==> config.mk <==
export PLATFORM = sky130hd
export DESIGN_NAME = quad_encoder_rpm
export DESIGN_NICKNAME = d
export VERILOG_FILES = /design/src/rtl/quad_encoder_rpm.sv
export SDC_FILE = /design/constraint.sdc
export NUM_CORES = 1
export LEC_CHECK = 0
export BUFFER_PORTS_ARGS = -buffer_cell sky130_fd_sc_hd__buf_2
export CAP_MARGIN = 20
export CORE_AREA = 3 3 137 139
export CTS_BUF_LIST = sky130_fd_sc_hd__clkbuf_8
export DETAILED_ROUTE_END_ITERATION = 10
export DIE_AREA = 0 0 140 142
export PLACE_DENSITY_LB_ADDON = 0.15
export SLEW_MARGIN = 20
export SYNTH_ARGS = -nofsm -noshare
export SYNTH_HDL_FRONTEND = slang
export SYNTH_SLANG_ARGS = --single-unit
==> constraint.sdc <==
create_clock -name cclk -period 6.1 [get_ports cclk]
set_input_delay 1.83 -clock cclk [delete_from_list [all_inputs] [get_ports cclk]]
set_output_delay 1.83 -clock cclk [all_outputs]
set_load 0.005 [all_outputs]
==> src/rtl/quad_encoder_rpm.sv <==
`timescale 1ns/1ps
`default_nettype none
// ============================================================================
// Module   : quad_encoder_rpm
// Purpose  : x4 quadrature decoder with wrapping position, per-window signed
//            revolution count scaled by gear ratio into a saturated speed word.
// Revision : 1.0 - initial release
// ============================================================================
module quad_encoder_rpm #(
  parameter int CNT_W         = 16,
  parameter int RPM_W         = 16,
  parameter int GR_W          = 8,
  parameter int EDGES_PER_REV = 192,
  parameter int WINDOW_CYCLES = 10000000,
  parameter int SYNC_STAGES   = 2
) (
  input  logic             cclk,
  input  logic             rst,
  input  logic             a,
  input  logic             b,
  input  logic [GR_W-1:0]  gr,
  input  logic             err_clr,
  output logic [CNT_W-1:0] pos,
  output logic [RPM_W-1:0] rpm,
  output logic             rpm_valid,
  output logic             dir,
  output logic             err
);

  localparam int SUB_W  = $clog2(EDGES_PER_REV) + 1;
  localparam int WIN_W  = $clog2(WINDOW_CYCLES);
  localparam int PROD_W = RPM_W + GR_W + 1;

  localparam logic signed [SUB_W-1:0]  c_sub_max  = SUB_W'(EDGES_PER_REV - 1);
  localparam logic signed [SUB_W-1:0]  c_sub_min  = SUB_W'(1 - EDGES_PER_REV);
  localparam logic        [WIN_W-1:0]  c_win_last = WIN_W'(WINDOW_CYCLES - 1);
  localparam logic signed [PROD_W-1:0] c_rpm_max  = PROD_W'((2 ** (RPM_W - 1)) - 1);
  localparam logic signed [PROD_W-1:0] c_rpm_min  = ~c_rpm_max;

  logic [SYNC_STAGES-1:0]    r_a_sync, r_b_sync;
  logic [1:0]                r_prev;
  logic [CNT_W-1:0]          r_pos;
  logic                      r_dir, r_err;
  logic signed [SUB_W-1:0]   r_sub, w_sub_next;
  logic signed [RPM_W-1:0]   r_rev_win, w_rev_next, r_rev_snap;
  logic [WIN_W-1:0]          r_win_cnt;
  logic                      r_snap_vld;
  logic [RPM_W-1:0]          r_rpm, w_sat;
  logic                      r_rpm_valid;
  logic [1:0]                w_s, w_cur_idx, w_prev_idx, w_delta;
  logic                      w_fwd, w_rev, w_ill, w_term;
  logic signed [PROD_W-1:0]  w_prod;

  always_ff @(posedge cclk or posedge rst) begin
    if (rst) begin
      r_a_sync <= '0;
      r_b_sync <= '0;
      r_prev   <= '0;
    end else begin
      r_a_sync <= {r_a_sync[SYNC_STAGES-2:0], a};
      r_b_sync <= {r_b_sync[SYNC_STAGES-2:0], b};
      r_prev   <= w_s;
    end
  end

  // Gray phase to linear index (00,01,11,10 -> 0..3); index delta gives the step.
  assign w_s        = {r_a_sync[SYNC_STAGES-1], r_b_sync[SYNC_STAGES-1]};
  assign w_cur_idx  = {w_s[1], w_s[1] ^ w_s[0]};
  assign w_prev_idx = {r_prev[1], r_prev[1] ^ r_prev[0]};
  assign w_delta    = w_cur_idx - w_prev_idx;
  assign w_fwd      = (w_delta == 2'd1);
  assign w_rev      = (w_delta == 2'd3);
  assign w_ill      = (w_delta == 2'd2);
  assign w_term     = (r_win_cnt == c_win_last);

  always_ff @(posedge cclk or posedge rst) begin
    if (rst) begin
      r_pos <= '0;
      r_dir <= 1'b0;
      r_err <= 1'b0;
    end else begin
      if (w_fwd) begin
        r_pos <= r_pos + CNT_W'(1);
        r_dir <= 1'b0;
      end else if (w_rev) begin
        r_pos <= r_pos - CNT_W'(1);
        r_dir <= 1'b1;
      end
      if (w_ill) begin
        r_err <= 1'b1;
      end else if (err_clr) begin
        r_err <= 1'b0;
      end
    end
  end

  always_comb begin
    w_sub_next = r_sub;
    w_rev_next = r_rev_win;
    if (w_fwd) begin
      if (r_sub == c_sub_max) begin
        w_sub_next = '0;
        w_rev_next = r_rev_win + RPM_W'(1);
      end else begin
        w_sub_next = r_sub + SUB_W'(1);
      end
    end else if (w_rev) begin
      if (r_sub == c_sub_min) begin
        w_sub_next = '0;
        w_rev_next = r_rev_win - RPM_W'(1);
      end else begin
        w_sub_next = r_sub - SUB_W'(1);
      end
    end
  end

  // The terminal cycle's own step is folded into the snapshot before clearing.
  always_ff @(posedge cclk or posedge rst) begin
    if (rst) begin
      r_sub      <= '0;
      r_rev_win  <= '0;
      r_rev_snap <= '0;
      r_win_cnt  <= '0;
      r_snap_vld <= 1'b0;
    end else begin
      r_sub      <= w_sub_next;
      r_snap_vld <= w_term;
      if (w_term) begin
        r_win_cnt  <= '0;
        r_rev_snap <= w_rev_next;
        r_rev_win  <= '0;
      end else begin
        r_win_cnt  <= r_win_cnt + WIN_W'(1);
        r_rev_win  <= w_rev_next;
      end
    end
  end

  assign w_prod = PROD_W'(r_rev_snap) * PROD_W'($signed({1'b0, gr}));

  always_comb begin
    w_sat = w_prod[RPM_W-1:0];
    if (w_prod > c_rpm_max) begin
      w_sat = c_rpm_max[RPM_W-1:0];
    end else if (w_prod < c_rpm_min) begin
      w_sat = c_rpm_min[RPM_W-1:0];
    end
  end

  always_ff @(posedge cclk or posedge rst) begin
    if (rst) begin
      r_rpm       <= '0;
      r_rpm_valid <= 1'b0;
    end else begin
      r_rpm_valid <= r_snap_vld;
      if (r_snap_vld) begin
        r_rpm <= w_sat;
      end
    end
  end

  assign pos       = r_pos;
  assign dir       = r_dir;
  assign err       = r_err;
  assign rpm       = r_rpm;
  assign rpm_valid = r_rpm_valid;

endmodule
`default_nettype wire

* Word level (Yosys, flattened, before mapping)
Cells that the tools add are included.
** Operators by class
- Add/subtract/negate cells :: 8
- $mul :: 1
- Magnitude comparators :: 2
- Eq/ne operators :: 6
- Multiplexer cells :: 18
- Bitwise logic cells :: 2
- Reductions and logical operators :: 2
** Operators with widths (number)
- 2-to-1 mux 16 bit :: 9
- 2-to-1 mux 9 bit :: 4
- greater-than comparator 25 x 16 -> 1 bit, second input constant :: 1
- less-than comparator 25 x 16 -> 1 bit, second input constant :: 1
- multiplier 16 x 9 -> 25 bit :: 1
- adder 24 x 1 -> 24 bit, second input constant :: 1
- equality test 24 bit, second input constant :: 1
- 2-to-1 mux 24 bit :: 1
- equality test 9 bit, second input constant :: 2
- adder 16 x 1 -> 16 bit, second input constant :: 1
- adder 16 x 2 -> 16 bit, second input constant :: 1
- subtractor 16 x 1 -> 16 bit, second input constant :: 1
- subtractor 16 x 2 -> 16 bit, second input constant :: 1
- adder 9 x 2 -> 9 bit, second input constant :: 1
- subtractor 9 x 2 -> 9 bit, second input constant :: 1
- equality test 2 bit, second input constant :: 2
- 2-to-1 mux 1 bit :: 4
- nonzero test 2 bit :: 2
- equality test 2 x 1 -> 1 bit, second input constant :: 1
- subtractor 2 bit :: 1
- bitwise XOR 1 bit :: 2
** Word-level totals
- Flip-flop bits (word level) :: 107
- Input bits :: 13
- Output and inout bits :: 35

* Depth between registers and ports, before layout
Gate-level depths: netlist (run 1).
- Word-level depth :: 6
- Depth in mapped cells :: 22
- Mapped depth without buffers :: 19

* Worst setup path after synthesis (run 1)
OpenSTA, ideal clock, no wires.
- Path kind :: input -> register
- Start point :: input gr[1]
- End point :: register r_rpm[1], in the netlist rpm[1]
- Arrival time :: 6.894 ns
- Required time :: 5.962 ns
- Setup slack :: -0.932 ns
- Stages :: 19
- Buffers on the path :: 1
- Cell sequence :: and2_1 fa_1 inv_1 fa_1 inv_1 fa_1 inv_1 fa_1 inv_1 ha_1 a211oi_1 o21a_1 o21bai_1 a221oi_1 xor2_1 nand4_1 o41ai_2 buf_2 o22ai_1
** Between the ends
- Cells in the longest elaborated chain, start to end :: 4
- Elaborated cells between the ends (all ways) :: 5
** Ends and longest elaborated chain
- start, declared :: line 21 : input logic [GR_W-1:0] gr,
- multiplier 16 x 9 -> 25 bit (*) :: line 139 : assign w_prod = PROD_W'(r_rev_snap) * PROD_W'($signed({1'b0, gr}));
- less-than comparator 25 x 16 -> 1 bit :: line 145 : end else if (w_prod < c_rpm_min) begin
- 2-to-1 mux 16 bit :: line 145
- 2-to-1 mux 16 bit (*) :: line 143 : if (w_prod > c_rpm_max) begin
- end signal, assigned :: line 157 : r_rpm <= w_sat;
- end, declared :: line 48 : logic [RPM_W-1:0] r_rpm, w_sat;
Mark *: on every way between the ends. The rest lies on a longest branch, timed or not.
A chain may end at the register's enable or synchronous reset.

* Final worst setup path (run 1)
- Start point :: input gr[3]
- End point :: register r_rpm[13], in the netlist rpm[13]
The elaborated chain is that of the path after synthesis.

==> impl_metrics.py, run 1 <==
metrics = {
    "pwr": {
        "p_int_uw": 1400,
        "combPwrFrac": 0.386,
        "peakVddDrop_mv": 0.256,
        "power_frac_seq": 0.405,
        "p_leak_uw": 0.00588,
        "p_switching_uw": 872,
        "pwr-share-clk": 0.209,
        "pwr_density_cell_nw_per_um2": 191,
        "p_sw_frac": 0.383,
    },
    "logic_synthesis": {
        "synth_top_area_cell": "dfrtp_1",
        "yosys_register_bits": 107,
        "synth_area_um2": 10400,
        "synth_top_family_by_area": "adder cells",
        "yosys.area_share.simple": 0.190,
        "yosysWarningCount": 0,
        "ys_async_sr_fraction": 1.00,
        "synth_cell_type_count": 62,
        "syn_nets": 1342,
        "synth.avg_cell_area_um2": 8.96,
        "yosysMostFrequentCell": "inv_1",
        "ys_top_cells_by_count": "inv_1 (163), nand2_1 (115), dfrtp_1 (107), fa_1 (103), nor2_1 (87)",
        "ys_seq_area_frac": 0.259,
        "synth_compound_area_frac": 0.125,
        "synthAdderAreaFrac": 0.285,
        "netlist.area_leader.share": 0.259,
        "synth_edf_count": 0,
        "synthCells": 1155,
        "synth_area_leaders": "dfrtp_1 (26%), fa_1 (20%), ha_1 (8.6%), inv_1 (5.9%), and2_1 (4.7%)",
        "synthXorXnorAreaFrac": 0.0632,
        "synth_flop_cell": "dfrtp_1",
        "synthMuxAreaShare": 0.00109,
    },
    "layout": {
        "areaGrowthSynthToFinish_pct": 15.0,
        "multiInputGateArea_um2": 7180,
        "nets": 1439,
        "seq_area_um2": 2680,
        "fillers": 1509,
        "antenna_cells": 0,
        "layout-drive-gt1-share": 0.163,
    },
    "timing": {
        "finalHoldViolations": 0,
        "grt_setup_unrepaired": "yes",
        "maxSlewHeadroom": 0.364,
        "tightestPinTransition_ps": 955,
        "layout_setup_ws_ps": -196,
        "hold_slack_ps": 364,
        "period_needed_ps": 6300,
        "fin_setup_tns_ps": -2710,
        "fin_crit_sh": 1.03,
        "finalMaxSlewViolations": 0,
        "setup_viol_count_final": 16,
        "fmax_mhz": 159,
        "fin_skew_ps": 9.21,
    },
    "grt": {
        "overflow": 0,
        "grt_pass1_vias": 8188,
        "use_met3": 0.0309,
        "grt-busiest-layer": "met2",
        "grt_max_degree": 64,
        "use_met2": 0.401,
        "grt_use_met1": 0.317,
        "antenna_found_initial": 0,
        "grt_pass1_wl_um": 38600,
        "grtUsageTotal": 0.234,
    },
    "placed_design": {
        "pre_cts_ws_ps": -759,
        "numPortBuffers": 47,
        "hpwl_um": 16800,
        "place_congestion": 0.869,
    },
    "routing": {
        "via_count": 8214,
        "ant_nets": 0,
        "dr.first_iter.drc_count": 410,
        "wire_per_inst_um": 14.7,
        "drt_pass1_iterations": 5,
        "wirelength_um": 21800,
        "drc_errors": 0,
        "routed_via_density": 5.53,
    },
    "floorplan": {
        "core_um2": 17800,
        "fp-row-count": 49,
        "start_util": 0.582,
        "ios": 48,
        "die_h_um": 142,
        "dieArea_um2": 19900,
        "chipWidth_um": 140,
    },
    "worst_setup_path": {
        "criticalPathCategory": "in2reg",
        "crit_fanout": 15,
        "crit_arrival_ps": 6610,
        "required_ps": 6410,
        "worst_setup_path_start_kind": "primary input",
        "ff2ff_setup_slack_ps": 780,
        "crit_path_end_kind": "flip-flop",
    },
    "clocking": {
        "cts.path.max_buffers": 2,
        "cts_buffers": 9,
        "root_buffer": "clkbuf_8",
        "path_clk_slew_ps": 110,
        "h-tree-depth": 3,
        "clk_latency_ps": 390,
        "cts_tree": "done",
        "clkSinkCount": 107,
    },
    "status": {
        "violations": "setup timing",
        "status": "finished with violations",
    },
    "job": {
        "maxCapViolations": 0,
    },
    "worst_hold_path": {
        "min_path_type": "reg2reg",
    },
}
-- placed cells by master (no fill, tap or decap), drive strengths merged, types with 30 or more instances in the layout --
cell type  instances
dfrtp            107
o21ai             58
xnor2             40
inv              168
buf              126
ha                71
nand3             30
xor2              32
fa               103
nand2            116
nor2              87
a21oi             33
and2              77
-- path summary, 6_finish.rpt --
path | startpoint | to | depth (start not counted)
setup / recovery | gr[3] | rpm[13]$_DFFE_PP0P_ | 18
hold / removal | r_a_sync[0]$_DFF_PP0_ | r_a_sync[1]$_DFF_PP0_ | 0
setup reg to reg | r_rev_snap[6]$_DFFE_PP0P_ | rpm[13]$_DFFE_PP0P_ | 17
hold reg to reg | r_a_sync[0]$_DFF_PP0_ | r_a_sync[1]$_DFF_PP0_ | 0
max in group asynchronous | rst | rpm[5]$_DFFE_PP0P_ | 3
min in group asynchronous | rst | pos[4]$_DFFE_PP0P_ | 2
-- cell families after synthesis --
group	count (synthesis)
AND/OR/NAND/NOR	397
buffers and inverters	204
AO/OA/AOI/OAI	199
multiplexers	1
adder cells (fa/ha/maj)	174
XOR/XNOR	73
flip-flops	107
-- power by group through the flow --
stage / combinational [uW] / sequential [uW] / clock [uW]
after CTS: 875 / 921 / 491
after global routing: 998 / 942 / 523
after detailed placement: 865 / 934 / 0
after floorplan: 668 / 913 / 0
after global placement: 848 / 934 / 0
final: 877 / 921 / 475
-- layer usage --
layer	routed length (um)	vias to the layer above
met5	0	-
met4	431	0
met3	782	29
met2	10800	160
met1	9860	4028
li1	-	3997
-- layout make-up --
type                       count  area share
sequential                   107       0.225
inverter                     163      0.0520
timing repair buffer         127      0.0783
clock inverter                 7     0.00694
multi-input combinational    844       0.603
tap                          229      0.0241
clock buffer                   9      0.0104
-- sequential cells by signal (all words and copies together) (netlist names), 2 cells and up --
signal and count:
r_sub 9, rpm 16, r_rev_snap 16, r_win_cnt 24, pos 16, r_a_sync 2
r_rev_win 16, r_prev 2, r_b_sync 2
-- metrics by stage --
stage,cell area [um^2],utilization,cells,total power (uW)
after floorplan,10700,-,1155,1580
final,11900,0.669,1486,2270
after global placement,11500,0.646,1464,1780
after CTS,11800,0.665,1485,2290
after detailed placement,11500,0.646,1464,1800
after global routing,11900,0.669,1486,2460
-- what timing repair did --
item,in CTS,in global routing
buffers inserted,5,0
hold buffers,0,0
pin swaps,8,2
gates resized for setup,26,13
gates cloned,0,1
endpoints found under the setup margin,16,16
-- critical path, cell delays in order --
cell and delay [ps]:
buf_12 110, and2_4 140, fa_1 500, fa_1 530, fa_1 550, inv_2 50
fa_1 550, inv_2 50, ha_4 250, a2111oi_4 340, o31a_1 250, o31a_1 220
a211oi_2 100, or4_4 540, nand4_1 150, o41ai_4 130, buf_12 170, o22ai_1 160
(Power assumes the default switching activity.)
==> run 2, diff against run 1 <==
--- a/config.mk
+++ b/config.mk
@@ -7,10 +7,10 @@
 export LEC_CHECK = 0
 export BUFFER_PORTS_ARGS = -buffer_cell sky130_fd_sc_hd__buf_2
 export CAP_MARGIN = 20
-export CORE_AREA = 3 3 137 139
+export CORE_AREA = 3 3 187 189
 export CTS_BUF_LIST = sky130_fd_sc_hd__clkbuf_8
 export DETAILED_ROUTE_END_ITERATION = 10
-export DIE_AREA = 0 0 140 142
+export DIE_AREA = 0 0 190 192
 export PLACE_DENSITY_LB_ADDON = 0.15
 export SLEW_MARGIN = 20
 export SYNTH_ARGS = -nofsm -noshare
==> impl_metrics.py, run 2 (synthesis results as in run 1) <==
metrics = {
    "clocking": {
        "holdBufCountCts": 0,
        "cts.path.max_buffers": 2,
        "path_clk_slew_ps": 130,
        "cts_buffers": 9,
        "clk_latency_ps": 430,
        "clkSinkCount": 107,
        "root_buffer": "clkbuf_8",
        "cts_tree": "done",
        "h-tree-depth": 3,
    },
    "layout": {
        "fillers": 3401,
        "final_common_cell": "inv_1",
        "final_util": 0.378,
        "areaGrowthSynthToFinish_pct": 22.1,
        "multiInputGateArea_um2": 7330,
        "nets": 1463,
        "layout-drive-gt1-share": 0.205,
        "seq_area_um2": 2680,
        "antenna_cells": 0,
        "layout_common_cells": "inv_1 (152), dfrtp_1 (107), nand2_1 (103)",
        "final_area_um2": 12600,
        "largest_reg_flops": 24,
        "top_register": "r_win_cnt",
    },
    "timing": {
        "fin_crit_sh": 1.05,
        "layout_setup_ws_ps": -286,
        "finalHoldViolations": 0,
        "tightestPinTransition_ps": 973,
        "fin_skew_ps": 23.5,
        "setup_viol_count_final": 16,
        "finalMaxSlewViolations": 0,
        "hold_slack_ps": 367,
        "maxSlewHeadroom": 0.351,
        "grt_setup_unrepaired": "yes",
        "fmax_mhz": 157,
        "period_needed_ps": 6390,
    },
    "placed_design": {
        "post_dp_cell_area_um2": 11800,
        "numPortBuffers": 47,
        "place_congestion": 0.801,
        "hpwl_um": 18900,
    },
    "worst_hold_path": {
        "min_path_type": "reg2reg",
        "whs_endpoint": "r_a_sync[1]$_DFF_PP0_",
        "min-delay-start": "r_a_sync[0]$_DFF_PP0_",
        "hold_depth": 0,
    },
    "routing": {
        "drt_pass1_iterations": 4,
        "dr.first_iter.drc_count": 284,
        "routed_via_density": 4.73,
        "ant_nets": 0,
        "wire_per_inst_um": 14.5,
        "wirelength_um": 25000,
        "drc_errors": 0,
        "via_count": 8179,
    },
    "status": {
        "violations": "setup timing",
        "status": "finished with violations",
    },
    "pwr": {
        "pwr_density_cell_nw_per_um2": 181,
        "p_leak_uw": 0.00604,
        "peakVddDrop_mv": 0.233,
    },
    "worst_setup_path": {
        "ff2ff_path_depth": 18,
        "rr_endpoint": "rpm[12]$_DFFE_PP0P_",
        "crit_arrival_ps": 6680,
        "ff2ff_setup_slack_ps": 590,
        "criticalPathCategory": "in2reg",
        "worst_setup_path_start_kind": "primary input",
        "crit_fanout": 15,
        "required_ps": 6400,
        "crit_path_end_kind": "flip-flop",
        "timing.rr.start": "r_rev_snap[15]$_DFFE_PP0P_",
    },
    "grt": {
        "grt_pass1_wl_um": 42900,
        "grt_pass1_vias": 8710,
        "overflow": 0,
        "grtUsageTotal": 0.144,
        "grt_max_degree": 73,
        "antenna_found_initial": 0,
    },
    "floorplan": {
        "core_um2": 33400,
        "fp-row-count": 67,
        "chipWidth_um": 190,
        "start_util": 0.309,
        "ios": 48,
        "die_h_um": 192,
        "dieArea_um2": 36500,
    },
    "job": {
        "maxCapViolations": 0,
    },
}
==> run 2: changes by cell type in the layout (fill, tap and decap cells not counted), moves of 7 or more <==
cell,previous run,this run
and2_1,72,65
and2_4,5,12
buf_4,76,91
nand2_1,110,103
nand2_2,3,11
==> run 2: stage by stage <==
| stage | cells | setup TNS, ps | worst slack [ps] | power [uW] |
|---|---|---|---|---|
| after floorplan | 1155 | -5080 | -386 | 1580 |
| after global placement | 1693 | -17540 | -1150 | 1800 |
| after detailed placement | 1693 | -18160 | -1200 | 1810 |
| after CTS | 1721 | -3870 | -268 | 2320 |
| after global routing | 1729 | -6550 | -445 | 2500 |
| final | 1729 | -4080 | -286 | 2290 |
==> run 2: final cells by class <==
cell class | instances | area share
Clock inverter | 6 | 0.00614
Tap cell | 448 | 0.0444
Sequential cell | 107 | 0.212
Timing Repair Buffer | 151 | 0.0983
Inverter | 163 | 0.0488
Clock buffer | 10 | 0.0109
Multi-Input combinational cell | 844 | 0.580
==> run 2: worst max-delay path by stage <==
| stage | start | to | slack (ps) | depth (start not counted) |
|---|---|---|---|---|
| floorplan | gr[0] | rpm[1]$_DFFE_PP0P_ | -390 | 18 |
| global placement | gr[0] | rpm[13]$_DFFE_PP0P_ | -1150 | 18 |
| detailed placement | gr[1] | rpm[10]$_DFFE_PP0P_ | -1200 | 18 |
| CTS | gr[5] | rpm[14]$_DFFE_PP0P_ | -270 | 18 |
| global route | gr[5] | rpm[14]$_DFFE_PP0P_ | -440 | 18 |
| finish | gr[5] | rpm[12]$_DFFE_PP0P_ | -290 | 18 |
==> run 2: critical path, stage by stage <==
cell	delay, ps
buf_12	110
and2_4	150
fa_1	550
fa_1	440
fa_1	580
inv_2	40
fa_1	540
inv_2	50
ha_4	250
and3_4	170
a221o_1	310
a21o_1	170
or3_4	390
a211oi_2	180
nand4_1	170
o41ai_4	440
buf_12	190
o22ai_1	90
==> run 2: repair_timing <==
item,in CTS,in global routing
gates cloned,1,3
pin swaps,23,23
setup buffers,11,5
setup endpoints to repair,16,17
resized for setup,51,44
==> run 2: report_power, final <==
group | total, uW | leakage, uW | switching (uW) | internal (uW)
Sequential | 924 | 0.00134 | 115 | 808
Combinational | 886 | 0.00460 | 485 | 401
Clock | 484 | 0.000108 | 307 | 177
Total | 2290 | 0.00604 | 907 | 1390
==> run 2: layer usage <==
metal | vias up | part of all wire | GRT usage
met4 | 0 | 0.013 | 0.0392
li1 | 4046 | - | -
met3 | 17 | 0.021 | 0.0199
met5 | - | 0 | 0
met1 | 4047 | 0.48 | 0.189
met2 | 69 | 0.48 | 0.251
